## config.mk

```make
export PLATFORM = sky130hd
export DESIGN_NAME = addsub_accumulator
export DESIGN_NICKNAME = d
export VERILOG_FILES = /design/src/rtl/addsub_pkg.sv /design/src/rtl/addsub_sat.sv /design/src/rtl/addsub_accumulator.sv
export SDC_FILE = /design/constraint.sdc
export NUM_CORES = 1
export LEC_CHECK = 0
export BUFFER_PORTS_ARGS = -buffer_cell sky130_fd_sc_hd__buf_2
export CORE_MARGIN = 3
export CORE_UTILIZATION = 47
export DETAILED_ROUTE_END_ITERATION = 10
export PLACE_DENSITY = 0.81
export RECOVER_POWER = 50
export SYNTH_ARGS = -nofsm -noshare
export SYNTH_HDL_FRONTEND = slang
export SYNTH_HIERARCHICAL = 1
export SYNTH_SLANG_ARGS = --single-unit
```

## constraint.sdc

```tcl
create_clock -name clk -period 2.6 [get_ports clk]
set_input_delay 0.13 -clock clk [delete_from_list [all_inputs] [get_ports clk]]
set_output_delay 0.13 -clock clk [all_outputs]
set_load 0.01 [all_outputs]
```

## src/rtl/addsub_pkg.sv

```systemverilog
// Shared command encodings and controller state type for the add/sub accumulator.
package addsub_pkg;

    localparam logic [1:0] OP_LOAD  = 2'b00;
    localparam logic [1:0] OP_ADD   = 2'b01;
    localparam logic [1:0] OP_SUB   = 2'b10;
    localparam logic [1:0] OP_CLEAR = 2'b11;

    typedef enum logic {
        ST_IDLE = 1'b0,
        ST_EXEC = 1'b1
    } state_t;

endpackage

```

## src/rtl/addsub_sat.sv

```systemverilog
// Maps the external adder's sum/overflow to the next accumulator value.
// Saturates on signed overflow when SATURATE_EN is defined, otherwise passes the sum through.
module addsub_sat #(
    parameter int WIDTH = 4
) (
    input  logic [WIDTH-1:0] sum_i,
    input  logic             v_i,
    output logic [WIDTH-1:0] acc_next_o
);

`ifdef SATURATE_EN
    localparam bit SAT_ON = 1'b1;
`else
    localparam bit SAT_ON = 1'b0;
`endif

    logic [WIDTH-1:0] sat_val;

    // A wrapped sum with MSB set means the true result overflowed positively.
    assign sat_val    = sum_i[WIDTH-1] ? {1'b0, {(WIDTH-1){1'b1}}}
                                       : {1'b1, {(WIDTH-1){1'b0}}};
    assign acc_next_o = (SAT_ON && v_i) ? sat_val : sum_i;

endmodule

```

## src/rtl/addsub_accumulator.sv

```systemverilog
// Command-driven accumulator controller around an external add/sub datapath.
// Optional saturation on signed overflow is enabled with the SATURATE_EN macro.
module addsub_accumulator
    import addsub_pkg::*;
#(
    parameter int WIDTH = 4
) (
    input  logic             clk,
    input  logic             reset,
    input  logic             cmd_valid,
    output logic             cmd_ready,
    input  logic [1:0]       cmd_op,
    input  logic [WIDTH-1:0] cmd_data,
    output logic [WIDTH-1:0] add_a,
    output logic [WIDTH-1:0] add_b,
    output logic             add_m,
    input  logic [WIDTH-1:0] add_s,
    input  logic             add_cout,
    input  logic             add_v,
    output logic [WIDTH-1:0] acc,
    output logic             res_valid,
    output logic             carry,
    output logic             ovf,
    output logic             ovf_sticky,
    output logic             zero
);

    state_t           state_q, state_d;
    logic [WIDTH-1:0] acc_q, acc_d;
    logic [WIDTH-1:0] b_q, b_d;
    logic             m_q, m_d;
    logic             carry_q, carry_d;
    logic             ovf_q, ovf_d;
    logic             sticky_q, sticky_d;
    logic             rv_q, rv_d;
    logic [WIDTH-1:0] sat_acc;

    addsub_sat #(.WIDTH(WIDTH)) u_sat (
        .sum_i      (add_s),
        .v_i        (add_v),
        .acc_next_o (sat_acc)
    );

    always_ff @(posedge clk or posedge reset) begin
        if (reset) begin
            state_q  <= ST_IDLE;
            acc_q    <= '0;
            b_q      <= '0;
            m_q      <= 1'b0;
            carry_q  <= 1'b0;
            ovf_q    <= 1'b0;
            sticky_q <= 1'b0;
            rv_q     <= 1'b0;
        end else begin
            state_q  <= state_d;
            acc_q    <= acc_d;
            b_q      <= b_d;
            m_q      <= m_d;
            carry_q  <= carry_d;
            ovf_q    <= ovf_d;
            sticky_q <= sticky_d;
            rv_q     <= rv_d;
        end
    end

    always_comb begin
        state_d  = state_q;
        acc_d    = acc_q;
        b_d      = b_q;
        m_d      = m_q;
        carry_d  = carry_q;
        ovf_d    = ovf_q;
        sticky_d = sticky_q;
        rv_d     = 1'b0;
        case (state_q)
            ST_IDLE: begin
                if (cmd_valid) begin
                    case (cmd_op)
                        OP_LOAD: begin
                            acc_d   = cmd_data;
                            carry_d = 1'b0;
                            ovf_d   = 1'b0;
                            rv_d    = 1'b1;
                        end
                        OP_CLEAR: begin
                            acc_d    = '0;
                            carry_d  = 1'b0;
                            ovf_d    = 1'b0;
                            sticky_d = 1'b0;
                            rv_d     = 1'b1;
                        end
                        default: begin
                            // ADD and SUB: latch the operand and let the adder settle for one cycle.
                            b_d     = cmd_data;
                            m_d     = (cmd_op == OP_SUB);
                            state_d = ST_EXEC;
                        end
                    endcase
                end
            end
            ST_EXEC: begin
                acc_d    = sat_acc;
                carry_d  = add_cout;
                ovf_d    = add_v;
                sticky_d = sticky_q | add_v;
                rv_d     = 1'b1;
                state_d  = ST_IDLE;
            end
            default: state_d = ST_IDLE;
        endcase
    end

    assign cmd_ready  = (state_q == ST_IDLE);
    assign zero       = (acc_q == '0);
    assign add_a      = acc_q;
    assign add_b      = b_q;
    assign add_m      = m_q;
    assign acc        = acc_q;
    assign res_valid  = rv_q;
    assign carry      = carry_q;
    assign ovf        = ovf_q;
    assign ovf_sticky = sticky_q;

endmodule

```

==> flow_summary.toml, run 1 <==
[placement]
placedCellCount = 99
placed_area_um2 = 820
dp_slack_ns = 1.27
place_hpwl_um = 1050
portBuffers = 33
place.gp.congestion = 0.772

[sta]
finalClockSkew_ns = 0.00232
slew_viol_final = 0
hold_violations = 0
setup_ws_ns = 1.28
max_slew.worst_pin.slew_ns = 0.518
period_share_pct = 50.7
slew_headroom_pct = 65.5
whs_ns = 0.0933
rsz0062_at_grt = "no"
finalSetupTns_ns = 0
setup_viol = 0
clock.fmax_ghz = 0.759
finalCriticalPeriod_ns = 1.32

[die]
fp.dieArea_um2 = 2010
core_um2 = 1350
die_w_um = 44.8
pin_count = 34
rows = 13
start_util_pct = 52.4
die_h_um = 44.8

[outcome]
outcome = "finished clean"

[critical_path]
arrival_ns = 1.48
cp-start-kind = "flip-flop"
crit_buf_inv = 1
worstPathCellList = "inv_2, nand3_2, mux2_2"
worstPathMaxFanout = 13
critical-path-top-delay-family = "flip-flops"
slowest_stage = "dfrtp_1"
cp_slowest_stage_delay_ns = 0.62
r2r.worst_path.cells = 3
crit_type = "flip-flop to flip-flop"
worstSetupEndpointType = "flip-flop"
crit_required_ns = 2.77
cp.depth = 3

[finish]
postLayoutCoreUtil_pct = 62.3
design_area_um2 = 841
fillers = 124
stdcell_count = 103
n_antenna_cell = 0
final_layout_size_suffix_gt1_share_pct = 42.0
areaGrowthSynthToFinish_pct = 18.9
finalNetCount = 108

[pwr]
vdd_drop_max_v = 0.000332
p_total_mw = 0.593
p_leak_nw = 0.452
power_density_nw_per_um2 = 706

[clock_tree]
clkSinkCount = 14
post_cts_buffers = 0
clkLatencyLatePin_ns = 0.28
cts_resized = 0
clockRootBuffer = "clkbuf_4"
cts_buffers = 3
clk_pin_slew_ns = 0.08
cts_tree = "done"
ctsHtreeMaxLevel = 1
clock_path_buffers = 2

[routing]
detail-route-antenna-nets = 0
vias = 527
via_per_inst = 5.12
wl_per_cell_um = 12.6
dr.pass1.iters = 4
drc = 0
drtIter0Drc = 5
drt-total-wl_um = 1300

[logic_synthesis]
ys_ff_latch = 14
synth_area_per_cell_um2 = 11.8
synth_cells = 60
syn_nets = 78
syn_area_um2 = 707
seq_area_frac_synth_pct = 49.6
yosysWarnings = 6
synthDistinctLibCells = 17

[worst_hold_path]
hold_path_depth = 2
hp-class = "input pin to flip-flop"

[global_routing]
grt_max_degree = 15
grt_pass1_wl_um = 2190
grt_util_all_layers_pct = 15.1
antenna_found_initial = 0
overflow = 0
grt_pass1_vias = 519

[job]
max-cap-violations = 0
## cell families (layout without fill, tap and decap cells)
logic type                 count (synthesis)  in the layout  synth area share (%)
and+or+nand+nor                            6              6                  6.55
DFF                                       14             14                  49.6
buffers and inverters                     18             46                  14.9
muxes                                      9              9                  14.0
AOI/OAI and AO/OA                         10             10                  9.74
adders and majority gates                  3              3                  5.31
## per-layer routing
metal  vias up  GRT usage, %  wire, um
li1        253             -         -
met1       243          17.8       498
met2        28          26.6       628
met3         3          3.59       147
met4         0          5.26        20
met5         -             0         0
## area by class of cell
class | instances | area, um^2 | area share, %
clock buffer | 3 | 22.5 | 2.68
inverter | 9 | 33.8 | 4.02
multi-input combinational | 28 | 251 | 29.9
sequential | 14 | 350 | 41.7
tap | 15 | 18.8 | 2.23
timing repair buffer | 34 | 164 | 19.5
## registers in the layout (all words and copies together), names as in the netlist
name and cells:
ovf 1, state_q 1, acc 4, res_valid 1, add_m 1, ovf_sticky 1
add_b 4, carry 1
## path summary, 6_finish.rpt
kind / start / end / slack (ns)
worst max-delay path: state_q / add_b[3] / 1.28
worst min-delay path: cmd_valid / ovf_sticky / 0.09
worst max register to register: state_q / add_b[3] / 1.28
worst min register to register: add_b[0] / add_b[0] / 0.51
max in group asynchronous: reset / add_b[3] / 1.84
min in group asynchronous: reset / res_valid / 0.42
## power by group
group	switching (mW)	internal [mW]	total (mW)
Combinational	0.0929	0.0861	0.179
Sequential	0.0312	0.262	0.293
Clock	0.0677	0.0537	0.121
Total	0.192	0.402	0.593
## synth_stat cells (all sizes together)
master,number,area share (%)
nor4,1,0.89
a22o,4,5.0
buf,9,10
mux2i,2,2.8
ha,3,5.3
mux2,7,11
nand3,1,1.4
nor2,2,2.1
inv,9,4.8
a31oi,1,0.89
a21oi,4,2.8
nor3b,2,2.1
dfrtp,14,50
o21a,1,1.1
## what timing repair did
action,4_1_cts,5_1_grt
hold buffers,1,0
hold endpoints to repair,14,0
setup endpoints to repair,0,0
## placed cells by master (no fill, tap or decap), drive strengths merged
cell type    synthesis  final
ha                   3      3
mux2i                2      2
dlygate4sd3          0      1
a21oi                4      4
nor3b                2      2
mux2                 7      7
nor2                 2      2
clkbuf               0     12
o21a                 1      1
a22o                 4      4
a31oi                1      1
dfrtp               14     14
buf                  9     24
nor4                 1      1
inv                  9      9
nand3                1      1
Power figures use the tool's default switching activity.
==> inputs of run 2 (changes only) <==
- CORE_UTILIZATION: 47 -> 44
- PLACE_DENSITY: 0.81 -> 0.77
- clock period: 2.6 -> 1.38 ns (I/O delays scaled with it)
==> flow_summary.toml, run 2 (synthesized netlist as in run 1, its figures left out) <==
[finish]
postLayoutCoreUtil_pct = 62.2
multi_input_area_um2 = 251
n_antenna_cell = 0
final_layout_size_suffix_gt1_share_pct = 44.0
design_area_um2 = 870
fillers = 123
layout_common_cells = "buf_2 (24), dfrtp_1 (14), clkbuf_1 (9)"
areaGrowthSynthToFinish_pct = 23.0
stdcell_count = 106
seqCellArea_um2 = 350
finalNetCount = 110
final_common_cell = "buf_2"

[clock_tree]
cts_resized = 0
clock_path_buffers = 2
cts_tree = "done"
clockRootBuffer = "clkbuf_4"
cts_hold_buffers = 1
clk_pin_slew_ns = 0.09
cts_buffers = 3
clkSinkCount = 14
clkLatencyLatePin_ns = 0.28
post_cts_buffers = 0
ctsHtreeMaxLevel = 1

[sta]
hold_violations = 0
slew_headroom_pct = 65.1
max_slew.worst_pin.slew_ns = 0.522
whs_ns = 0.0164
finalSetupTns_ns = 0
rsz0062_at_grt = "no"
period_share_pct = 91.1
clock.fmax_ghz = 0.796
finalClockSkew_ns = 0.00429
setup_viol = 0
setup_ws_ns = 0.123
slew_viol_final = 0
finalCriticalPeriod_ns = 1.26

[critical_path]
r2r.worst_path.cells = 3
crit_required_ns = 1.55
cp-start-kind = "flip-flop"
arrival_ns = 1.43
worstPathMaxFanout = 10
worstSetupEndpointType = "flip-flop"
crit_type = "flip-flop to flip-flop"

[global_routing]
grt_util_all_layers_pct = 13.9
grt_pass1_vias = 496
antenna_found_initial = 0
overflow = 0
grt_pass1_wl_um = 2080
grt_max_degree = 15

[placement]
portBuffers = 33
dp_slack_ns = 0.136
placed_area_um2 = 835
place_hpwl_um = 1070
place.gp.congestion = 0.753
placedCellCount = 101

[routing]
drt-total-wl_um = 1360
drc = 0
detail-route-antenna-nets = 0
drtIter0Drc = 6
vias = 536
wl_per_cell_um = 12.9
via_per_inst = 5.06
dr.pass1.iters = 4

[pwr]
p_int_mw = 0.820
p_total_mw = 1.20
clock_power_share_pct = 25.0
p_switching_mw = 0.378
switching_share_pct = 31.6
vdd_drop_max_v = 0.000704
p_leak_nw = 0.470
power.share.combinational_pct = 28.9
power_density_nw_per_um2 = 1380
sequentialPowerShare_pct = 46.1

[die]
pin_count = 34
die_w_um = 46.1
core_um2 = 1400
fp.dieArea_um2 = 2120
start_util_pct = 50.5
rows = 13
die_h_um = 46.1

[worst_hold_path]
hp-class = "input pin to flip-flop"
hold_path_depth = 2

[outcome]
outcome = "finished clean"

[job]
max-cap-violations = 0
[run 2: cell count changes in the layout (fill, tap and decap cells not counted)]
cell and delta:
buf_4 +2, clkbuf_8 +1
[run 2: final timing paths]
| kind | from | end | slack (ns) |
|---|---|---|---|
| setup / recovery | state_q | add_b[3] | 0.12 |
| min in group asynchronous | reset | acc[2] | 0.36 |
| hold reg to reg | add_m | add_m | 0.51 |
| max in group asynchronous | reset | add_b[1] | 0.67 |
| setup reg to reg | state_q | add_b[3] | 0.12 |
| hold / removal | add_cout | carry | 0.02 |
[run 2: power by group through the flow]
stage | clock [mW] | sequential (mW) | combinational [mW]
finish | 0.300 | 0.552 | 0.346
global route | 0.323 | 0.564 | 0.380
CTS | 0.306 | 0.552 | 0.366
detailed placement | 0 | 0.560 | 0.362
global placement | 0 | 0.553 | 0.357
floorplan | 0 | 0.594 | 0.207
[run 2: critical path, cell delays in order, from the launching register on]
cell	delay (ns)
dfrtp_1	0.56
inv_2	0.09
nand3_2	0.14
mux2_2	0.35
[run 2: final cells by class]
cell class | count | share of cell area [%]
repair buffers | 36 | 20.6
flip-flops and latches | 14 | 40.3
inverters | 9 | 3.88
clock buffers | 4 | 4.17
well taps | 15 | 2.16
multi-input cells | 28 | 28.9
[run 2: metal layers]
metal  part of all wire [%]  GRT usage (%)
met2                     47           24.2
met3                     11           2.34
met1                     42           16.3
met4                      0           6.82
met5                      0              0
